<file path="src/rtl/fpga_cfg_pkg.sv">
// Shared fixed-point configuration for the FPGA datapath blocks.
// Latency: n/a (constants only).
// Backpressure: n/a.
package fpga_cfg_pkg;
    parameter int FP_WIDTH = 16;
endpackage

</file>
<file path="src/rtl/icdf_lane_scheduler_if.sv">
// Bundle of all handshake/bus signals around icdf_lane_scheduler.
// Latency: n/a (wiring only).
// Backpressure: n/a; master = scheduler side, slave = lanes/pipeline/consumers side.
// Ports: batch control (start, n_samples, busy, done, tag_err), lane request
// side (lane_*), shared pipeline side (icdf_*, res_*), per-lane result side (out_*).
interface icdf_lane_scheduler_if #(
    parameter int WIDTH   = fpga_cfg_pkg::FP_WIDTH,
    parameter int N_LANES = 4,
    parameter int CNT_W   = 16
);
    logic                       start;
    logic [CNT_W-1:0]           n_samples;
    logic                       busy;
    logic                       done;
    logic                       tag_err;

    logic [N_LANES-1:0]         lane_valid;
    logic [N_LANES*WIDTH-1:0]   lane_u;
    logic [N_LANES-1:0]         lane_ready;

    logic                       icdf_valid;
    logic [WIDTH-1:0]           icdf_u;
    logic                       icdf_ready;

    logic                       res_valid;
    logic [WIDTH-1:0]           res_z;
    logic                       res_ready;

    logic [N_LANES-1:0]         out_valid;
    logic [WIDTH-1:0]           out_z;
    logic [N_LANES-1:0]         out_ready;

    modport master (
        input  start, n_samples, lane_valid, lane_u, icdf_ready, res_valid, res_z, out_ready,
        output busy, done, tag_err, lane_ready, icdf_valid, icdf_u, res_ready, out_valid, out_z
    );

    modport slave (
        output start, n_samples, lane_valid, lane_u, icdf_ready, res_valid, res_z, out_ready,
        input  busy, done, tag_err, lane_ready, icdf_valid, icdf_u, res_ready, out_valid, out_z
    );
endinterface

</file>
<file path="src/rtl/icdf_lane_scheduler.sv">
// Shares one inverse-CDF pipeline between N_LANES Sobol lanes for a batch of n_samples each.
// Latency: grant -> icdf_valid next cycle; result -> out_valid combinational pass-through.
// Backpressure: icdf_ready holds the issue register; out_ready of the head lane stalls res_ready.
// Ports: clk, rst_n (async, active-low) plus the master side of icdf_lane_scheduler_if:
// batch control, round-robin lane grants, issue register to the pipeline, tag-routed results.
module icdf_lane_scheduler #(
    parameter int WIDTH        = fpga_cfg_pkg::FP_WIDTH,
    parameter int N_LANES      = 4,
    parameter int MAX_INFLIGHT = 16,
    parameter int CNT_W        = 16
) (
    input  logic                 clk,
    input  logic                 rst_n,
    icdf_lane_scheduler_if.master bus
);
    localparam int LW = (N_LANES > 1) ? $clog2(N_LANES) : 1;
    localparam int PW = (MAX_INFLIGHT > 1) ? $clog2(MAX_INFLIGHT) : 1;
    localparam int OW = $clog2(MAX_INFLIGHT + 1);

    typedef enum logic [1:0] {S_IDLE, S_RUN, S_DRAIN, S_DONE} state_t;

    state_t             state, state_nxt;
    logic [CNT_W-1:0]   n_reg;
    logic [CNT_W-1:0]   count [N_LANES];
    logic [LW-1:0]      rr;
    logic               issue_vld;
    logic [WIDTH-1:0]   issue_u;
    logic [LW-1:0]      tag_mem [MAX_INFLIGHT];
    logic [PW-1:0]      wr_ptr, rd_ptr;
    logic [OW-1:0]      occ;
    logic               tag_err_q;

    logic               fifo_empty, pop, push, can_load, found, all_done;
    logic [LW-1:0]      head, gnt_idx;
    logic [OW-1:0]      occ_after_pop;
    logic [N_LANES-1:0] eligible;

    assign fifo_empty    = (occ == '0);
    assign head          = tag_mem[rd_ptr];
    assign pop           = bus.res_valid && bus.res_ready;
    // pop only happens when non-empty, so this cannot underflow
    assign occ_after_pop = occ - OW'(pop);
    // Tag is pushed when the issue register loads, so occupancy covers the
    // register plus everything inside the shared pipeline.
    assign can_load      = (!issue_vld || bus.icdf_ready) && (state == S_RUN) &&
                           (occ_after_pop < OW'(MAX_INFLIGHT));
    assign push          = can_load && found;

    assign bus.res_ready  = !fifo_empty && bus.out_ready[head];
    assign bus.out_z      = bus.res_z;
    assign bus.icdf_valid = issue_vld;
    assign bus.icdf_u     = issue_u;
    assign bus.tag_err    = tag_err_q;

    always_comb begin
        eligible = '0;
        all_done = 1'b1;
        for (int i = 0; i < N_LANES; i++) begin
            eligible[i] = bus.lane_valid[i] && (count[i] < n_reg);
            if (count[i] != n_reg) all_done = 1'b0;
        end
    end

    // Round-robin: first eligible lane at or after rr.
    always_comb begin
        found   = 1'b0;
        gnt_idx = '0;
        for (int k = 0; k < N_LANES; k++) begin
            if (!found && eligible[(int'(rr) + k) % N_LANES]) begin
                found   = 1'b1;
                gnt_idx = LW'((int'(rr) + k) % N_LANES);
            end
        end
    end

    always_comb begin
        bus.lane_ready = '0;
        if (push) bus.lane_ready[gnt_idx] = 1'b1;
        bus.out_valid = '0;
        if (bus.res_valid && !fifo_empty) bus.out_valid[head] = 1'b1;
    end

    always_ff @(posedge clk or negedge rst_n) begin
        if (!rst_n) state <= S_IDLE;
        else        state <= state_nxt;
    end

    always_comb begin
        state_nxt = state;
        bus.busy  = 1'b0;
        bus.done  = 1'b0;
        unique case (state)
            S_IDLE:  if (bus.start) state_nxt = S_RUN;
            S_RUN: begin
                bus.busy = 1'b1;
                if (all_done && !issue_vld) state_nxt = S_DRAIN;
            end
            S_DRAIN: begin
                bus.busy = 1'b1;
                if (fifo_empty) state_nxt = S_DONE;
            end
            S_DONE: begin
                bus.done  = 1'b1;
                state_nxt = S_IDLE;
            end
            default: state_nxt = S_IDLE;
        endcase
    end

    always_ff @(posedge clk or negedge rst_n) begin
        if (!rst_n) begin
            n_reg     <= '0;
            rr        <= '0;
            issue_vld <= 1'b0;
            issue_u   <= '0;
            tag_err_q <= 1'b0;
            for (int i = 0; i < N_LANES; i++) count[i] <= '0;
        end else begin
            if (state == S_IDLE && bus.start) begin
                n_reg <= bus.n_samples;
                for (int i = 0; i < N_LANES; i++) count[i] <= '0;
            end else if (push) begin
                count[gnt_idx] <= count[gnt_idx] + CNT_W'(1);
            end
            if (push) begin
                issue_vld <= 1'b1;
                issue_u   <= bus.lane_u[int'(gnt_idx)*WIDTH +: WIDTH];
                rr        <= LW'((int'(gnt_idx) + 1) % N_LANES);
            end else if (bus.icdf_ready) begin
                issue_vld <= 1'b0;
            end
            if (bus.res_valid && fifo_empty) tag_err_q <= 1'b1;
        end
    end

    // Tag FIFO pointers and occupancy; storage itself needs no reset.
    always_ff @(posedge clk or negedge rst_n) begin
        if (!rst_n) begin
            wr_ptr <= '0;
            rd_ptr <= '0;
            occ    <= '0;
        end else begin
            if (push) wr_ptr <= (wr_ptr == PW'(MAX_INFLIGHT - 1)) ? '0 : wr_ptr + PW'(1);
            if (pop)  rd_ptr <= (rd_ptr == PW'(MAX_INFLIGHT - 1)) ? '0 : rd_ptr + PW'(1);
            unique case ({push, pop})
                2'b10:   occ <= occ + OW'(1);
                2'b01:   occ <= occ - OW'(1);
                default: occ <= occ;
            endcase
        end
    end

    always_ff @(posedge clk) begin
        if (push) tag_mem[wr_ptr] <= gnt_idx;
    end
endmodule

</file>
<file path="src/flat_wrapper.sv">
// flat-port wrapper written by rule: the top's interface ports become plain ports
module icdf_lane_scheduler_flat 
#(
    parameter int WIDTH        = fpga_cfg_pkg::FP_WIDTH,
    parameter int N_LANES      = 4,
    parameter int MAX_INFLIGHT = 16,
    parameter int CNT_W        = 16
)
  (clk, rst_n, bus_start, bus_n_samples, bus_lane_valid, bus_lane_u, bus_icdf_ready, bus_res_valid, bus_res_z, bus_out_ready, bus_busy, bus_done, bus_tag_err, bus_lane_ready, bus_icdf_valid, bus_icdf_u, bus_res_ready, bus_out_valid, bus_out_z);
  icdf_lane_scheduler_if #(.WIDTH(WIDTH), .N_LANES(N_LANES), .CNT_W(CNT_W)) bus_i ();
  input  logic clk;
  input  logic rst_n;
  input wire logic [$bits(bus_i.start)-1:0] bus_start;
  input wire logic [$bits(bus_i.n_samples)-1:0] bus_n_samples;
  input wire logic [$bits(bus_i.lane_valid)-1:0] bus_lane_valid;
  input wire logic [$bits(bus_i.lane_u)-1:0] bus_lane_u;
  input wire logic [$bits(bus_i.icdf_ready)-1:0] bus_icdf_ready;
  input wire logic [$bits(bus_i.res_valid)-1:0] bus_res_valid;
  input wire logic [$bits(bus_i.res_z)-1:0] bus_res_z;
  input wire logic [$bits(bus_i.out_ready)-1:0] bus_out_ready;
  output wire logic [$bits(bus_i.busy)-1:0] bus_busy;
  output wire logic [$bits(bus_i.done)-1:0] bus_done;
  output wire logic [$bits(bus_i.tag_err)-1:0] bus_tag_err;
  output wire logic [$bits(bus_i.lane_ready)-1:0] bus_lane_ready;
  output wire logic [$bits(bus_i.icdf_valid)-1:0] bus_icdf_valid;
  output wire logic [$bits(bus_i.icdf_u)-1:0] bus_icdf_u;
  output wire logic [$bits(bus_i.res_ready)-1:0] bus_res_ready;
  output wire logic [$bits(bus_i.out_valid)-1:0] bus_out_valid;
  output wire logic [$bits(bus_i.out_z)-1:0] bus_out_z;
  assign bus_i.start = bus_start;
  assign bus_i.n_samples = bus_n_samples;
  assign bus_i.lane_valid = bus_lane_valid;
  assign bus_i.lane_u = bus_lane_u;
  assign bus_i.icdf_ready = bus_icdf_ready;
  assign bus_i.res_valid = bus_res_valid;
  assign bus_i.res_z = bus_res_z;
  assign bus_i.out_ready = bus_out_ready;
  assign bus_busy = bus_i.busy;
  assign bus_done = bus_i.done;
  assign bus_tag_err = bus_i.tag_err;
  assign bus_lane_ready = bus_i.lane_ready;
  assign bus_icdf_valid = bus_i.icdf_valid;
  assign bus_icdf_u = bus_i.icdf_u;
  assign bus_res_ready = bus_i.res_ready;
  assign bus_out_valid = bus_i.out_valid;
  assign bus_out_z = bus_i.out_z;
  icdf_lane_scheduler #(.WIDTH(WIDTH), .N_LANES(N_LANES), .MAX_INFLIGHT(MAX_INFLIGHT), .CNT_W(CNT_W)) u_core (.clk(clk), .rst_n(rst_n), .bus(bus_i));
endmodule
</file>
<file path="config.mk">
export PLATFORM = sky130hd
export DESIGN_NAME = icdf_lane_scheduler_flat
export DESIGN_NICKNAME = d
export VERILOG_FILES = /design/src/rtl/fpga_cfg_pkg.sv /design/src/rtl/icdf_lane_scheduler_if.sv /design/src/rtl/icdf_lane_scheduler.sv /design/src/flat_wrapper.sv
export SDC_FILE = /design/constraint.sdc
export NUM_CORES = 1
export LEC_CHECK = 0
export ABC_AREA = 1
export CORE_ASPECT_RATIO = 1.4
export CORE_MARGIN = 2
export CORE_UTILIZATION = 40
export CTS_BUF_LIST = sky130_fd_sc_hd__clkbuf_16
export DETAILED_ROUTE_END_ITERATION = 6
export SLEW_MARGIN = 25
export SYNTH_ARGS = -nofsm -noshare
export SYNTH_HDL_FRONTEND = slang
export SYNTH_SLANG_ARGS = --single-unit
export TNS_END_PERCENT = 1
</file>
<file path="constraint.sdc">
create_clock -name clk -period 3.9 [get_ports clk]
set_input_delay 0.78 -clock clk [delete_from_list [all_inputs] [get_ports clk]]
set_output_delay 0.78 -clock clk [all_outputs]
set_load 0.02 [all_outputs]
</file>
==> flow_results.xml <==
<?xml version="1.0" encoding="UTF-8"?>
<metrics>
  <group name="sta">
    <metric name="worst-slew-pin-transition" unit="ns">0.914</metric>
    <metric name="slew_headroom" unit="%">39.1</metric>
    <metric name="final_min_period_over_clock_period" unit="%">99.6</metric>
    <metric name="grt_setup_unrepaired" unit="">true</metric>
    <metric name="setup_viol" unit="">0</metric>
    <metric name="timing.clock.skew" unit="ns">0.0100</metric>
    <metric name="timing_limited_maximum_frequency" unit="GHz">0.258</metric>
    <metric name="final_period_minus_worst_setup_slack" unit="ns">3.88</metric>
    <metric name="total_count_of_max_transition_violations_in_the_final_report" unit="">0</metric>
    <metric name="setup_total_negative_slack" unit="ns">0</metric>
    <metric name="finalHoldViolCount" unit="">0</metric>
  </group>
  <group name="setup_path">
    <metric name="crit_type" unit="">reg -&gt; out</metric>
    <metric name="critical_path.max_stage_delay" unit="ns">0.38</metric>
    <metric name="sort_of_element_at_the_end_of_the_critical_path" unit="">output port</metric>
    <metric name="setup.worst_path.start_class" unit="">flip-flop</metric>
    <metric name="worstPathRequired" unit="ns">3.12</metric>
    <metric name="cp_slowest_cell" unit="">sky130_fd_sc_hd__dfrtp_1</metric>
    <metric name="cp_cell_sequence" unit="">inv_2 &gt; buf_6 &gt; ha_4 &gt; a21o_1 &gt; nor2_2 &gt; nand2_2 &gt; nand2_2 &gt; nand3_2 &gt; nand2_2 &gt; nand2_2 &gt; nand2_4 &gt; nand2_4 &gt; nand2_2 &gt; nand2_2 &gt; nand3_4 &gt; buf_6 &gt; ha_4 &gt; inv_2 &gt; nor2_4 &gt; buf_6</metric>
    <metric name="worst-endpoint-arrival" unit="ns">3.10</metric>
    <metric name="crit_fanout" unit="">4</metric>
    <metric name="cp.buffers_inverters" unit="">5</metric>
    <metric name="critPathMostFrequentCell" unit="">sky130_fd_sc_hd__nand2_2</metric>
    <metric name="crit_family" unit="">simple AND/OR/NAND/NOR gates</metric>
  </group>
  <group name="cells_and_area">
    <metric name="n_fill_cell" unit="">2261</metric>
    <metric name="num_antenna_cells" unit="">0</metric>
    <metric name="syn_to_final_growth" unit="%">33.7</metric>
    <metric name="nets" unit="">1694</metric>
    <metric name="final_core_util" unit="%">54.4</metric>
    <metric name="largest_registers" unit="">u_core.count: 64 flops, u_core.tag_mem: 32 flops</metric>
    <metric name="largest_reg_flops" unit="">64</metric>
    <metric name="final_layout_size_suffix_gt1_share" unit="%">18.7</metric>
    <metric name="largest-register" unit="">u_core.count</metric>
  </group>
  <group name="global_route">
    <metric name="grt_first_pass_wirelength" unit="um">46700</metric>
    <metric name="grt_antenna_before_repair" unit="">0</metric>
    <metric name="grt_max_degree" unit="">63</metric>
    <metric name="grt_pass1_vias" unit="">9022</metric>
    <metric name="global_route.overflow_total" unit="">0</metric>
    <metric name="grt_util_all_layers" unit="%">23.5</metric>
  </group>
  <group name="synthesis">
    <metric name="syn_nets" unit="">1504</metric>
    <metric name="synth_compound_area_share" unit="%">8.24</metric>
    <metric name="synth_top_family_by_area" unit="">simple AND/OR/NAND/NOR gates</metric>
    <metric name="mappedNetlistArea" unit="sq um">9720</metric>
    <metric name="synth_simple_gate_area_share" unit="%">32.4</metric>
    <metric name="synthesized_area_per_cell" unit="sq um">7.41</metric>
    <metric name="post_synth_fa_ha_maj_area_fraction" unit="%">10.9</metric>
    <metric name="synth.yosys.warnings" unit="">0</metric>
    <metric name="synth.ff_latch_count" unit="">147</metric>
    <metric name="async_set_reset_flop_share_out_of_synthesis" unit="%">78.2</metric>
    <metric name="synth-edff-count" unit="">32</metric>
    <metric name="synth.area.mux_share" unit="%">0</metric>
    <metric name="synthXorXnorAreaFrac" unit="%">0.541</metric>
    <metric name="yosysSeqAreaShare" unit="%">39.5</metric>
    <metric name="synth_cells" unit="">1311</metric>
    <metric name="yosysUniqueCellTypes" unit="">39</metric>
    <metric name="synth_top_flop_cell" unit="">sky130_fd_sc_hd__dfrtp_1</metric>
  </group>
  <group name="routing">
    <metric name="postRouteWirelength" unit="um">30500</metric>
    <metric name="total_via_count_in_the_routed_design" unit="">9447</metric>
    <metric name="first_iter_violations" unit="">496</metric>
    <metric name="wl_per_instance" unit="um">16.7</metric>
    <metric name="vias_per_cell" unit="">5.18</metric>
    <metric name="drt_pre_antenna_iters" unit="">5</metric>
    <metric name="route.detailed.drc" unit="">0</metric>
    <metric name="antenna_violating_nets_post_route" unit="">0</metric>
  </group>
  <group name="clocking">
    <metric name="clock-root-buffer" unit="">sky130_fd_sc_hd__clkbuf_16</metric>
    <metric name="cts.hold.buffers_added" unit="">0</metric>
    <metric name="cts.path.max_buffers" unit="">2</metric>
    <metric name="clock-sinks" unit="">147</metric>
    <metric name="clkLatencyLatePin" unit="ns">0.44</metric>
    <metric name="h-tree-depth" unit="">4</metric>
    <metric name="cts_tree" unit="">done</metric>
    <metric name="cts_made_buffers" unit="">17</metric>
    <metric name="clock_pin_slew_of_the_registers_on_the_worst_case_setup_and_hold_paths" unit="ns">0.07</metric>
  </group>
  <group name="power_and_ir_drop">
    <metric name="worst_vdd_rail_ir_drop" unit="mV">0.800</metric>
    <metric name="static-leakage-power" unit="uW">0.00635</metric>
    <metric name="p_total" unit="uW">13500</metric>
    <metric name="power_density" unit="nW/um^2">1040</metric>
  </group>
  <group name="floorplan">
    <metric name="die_y_extent" unit="um">188</metric>
    <metric name="standard_cell_rows" unit="">67</metric>
    <metric name="die_w" unit="um">136</metric>
    <metric name="die_area" unit="sq um">25600</metric>
    <metric name="io_pins" unit="">154</metric>
    <metric name="core_area" unit="sq um">23900</metric>
    <metric name="initial_core_util" unit="%">40.7</metric>
  </group>
  <group name="placement">
    <metric name="gp_routability_congestion" unit="">0.913</metric>
    <metric name="hpwl" unit="um">21500</metric>
    <metric name="port-buffer-count" unit="">121</metric>
  </group>
  <group name="hold_path">
    <metric name="hold_class" unit="">reg -&gt; reg</metric>
  </group>
  <group name="flow_run">
    <metric name="drv.max_cap_violation_count" unit="">0</metric>
  </group>
  <group name="run_status">
    <metric name="status" unit="">completed</metric>
  </group>
</metrics>
[layer usage]
layer	up-vias	share of wire, %	track usage, %
met5	-	0	0
met4	0	3.4	10.5
met3	56	4.2	3.42
met2	231	54	42.7
met1	4507	39	27.0
li1	4653	-	-
[cell usage after synthesis (2+ instances only)]
cell	n	share of area, %
sky130_fd_sc_hd__nand4_1	35	2.3
sky130_fd_sc_hd__buf_4	21	1.6
sky130_fd_sc_hd__nand2_1	475	18
sky130_fd_sc_hd__nor3_4	4	0.67
sky130_fd_sc_hd__nor2_2	9	0.58
sky130_fd_sc_hd__nand3_1	119	6.1
sky130_fd_sc_hd__nor2_1	82	3.2
sky130_fd_sc_hd__o21ai_1	11	0.57
sky130_fd_sc_hd__a21oi_1	66	3.4
sky130_fd_sc_hd__dfrtp_1	115	30
sky130_fd_sc_hd__clkbuf_1	11	0.42
sky130_fd_sc_hd__nand2_2	2	0.13
sky130_fd_sc_hd__o21ai_0	55	2.8
sky130_fd_sc_hd__o221ai_1	2	0.18
sky130_fd_sc_hd__buf_1	5	0.19
sky130_fd_sc_hd__a21o_1	4	0.31
sky130_fd_sc_hd__buf_6	3	0.35
sky130_fd_sc_hd__inv_1	114	4.4
sky130_fd_sc_hd__ha_1	83	11
sky130_fd_sc_hd__a22o_1	2	0.18
sky130_fd_sc_hd__inv_2	3	0.12
sky130_fd_sc_hd__o22ai_1	2	0.13
sky130_fd_sc_hd__xor2_1	5	0.45
sky130_fd_sc_hd__edfxtp_1	32	9.9
sky130_fd_sc_hd__o211ai_1	2	0.15
sky130_fd_sc_hd__nor3_1	9	0.46
sky130_fd_sc_hd__o21bai_1	3	0.23
sky130_fd_sc_hd__buf_2	25	1.3
sky130_fd_sc_hd__nor3_2	2	0.21
[power breakdown]
| group | internal, uW | switching (uW) | total [uW] |
|---|---|---|---|
| Sequential | 2190 | 434 | 2630 |
| Combinational | 3610 | 5600 | 9210 |
| Clock | 859 | 786 | 1640 |
[cells by family after synthesis]
family | Yosys count
AOI/OAI and AO/OA | 150
and+or+nand+nor | 741
DFF | 147
adders and majority gates | 84
buffers and inverters | 183
xor gates and xnor gates | 6
[cell usage in the layout (no fill, tap or decap), drive strengths merged, types with 3 or more instances in the layout]
master         synthesis  layout
nor2                  91      91
o21bai                 3       3
clkinvlp               0       3
edfxtp                32      32
o21ai                 67      67
dfrtp                115     115
ha                    83      83
xor2                   5       5
inv                  118     126
nand4                 35      35
clkdlybuf4s50          0     115
a21oi                 66      66
clkbuf                11      17
a21o                   4       4
nand3                120     120
nand2                478     478
buf                   54     119
clkinv                 0       5
nor3                  15      15
[worst reg2reg max path: cells and delay by family (launching register included)]
family,cells,cell delay [ns]
adders and majority gates,2,0.39
and+or+nand+nor,15,1.47
DFF,1,0.38
AOI/OAI and AO/OA,2,0.23
buffers and inverters,9,1.16
[area by class of cell]
| cell class | instances | area (sq um) | share of cell area, % |
|---|---|---|---|
| clock buffer | 17 | 425 | 3.27 |
| clock inverter | 15 | 160 | 1.23 |
| inverter | 118 | 458 | 3.52 |
| multi-input combinational | 981 | 5570 | 42.9 |
| sequential | 147 | 3840 | 29.6 |
| tap | 310 | 388 | 2.99 |
| timing repair buffer | 235 | 2140 | 16.5 |
| timing repair inverter | 1 | 5.00 | 0.0385 |
[what timing repair did]
action,4_1_cts,5_1_grt
setup endpoints to repair,34,59
gates resized for setup,32,134
buffers inserted,1,15
pin swaps,2,39
cloned,0,1
[path summary, 6_finish.rpt]
path	startpoint	end	slack, ns	cells past startpoint
min in group asynchronous	rst_n	u_core.bus.icdf_u[12]	0.47	1
setup / recovery	u_core.n_reg[7]	bus_lane_ready[0]	0.02	20
setup reg to reg	u_core.n_reg[7]	u_core.count[4]	0.14	28
max in group asynchronous	rst_n	u_core.count[34]	2.59	2
hold / removal	u_core.bus.tag_err	u_core.bus.tag_err	0.46	1
hold reg to reg	u_core.bus.tag_err	u_core.bus.tag_err	0.46	1
[per-stage QoR]
step	hold WS, ns	cells	worst slack (ns)	instance area [sq um]
3_5_place_dp	0.448	1775	-0.402	11700
2_1_floorplan	0.470	1311	0.0485	9720
5_1_grt	0.479	1824	-0.108	13000
4_1_cts	0.467	1808	-0.00790	12300
6_report	0.465	1824	0.0173	13000
3_3_place_gp	0.443	1775	-0.333	11700
Note: power is estimated with default switching activity, not from simulation.
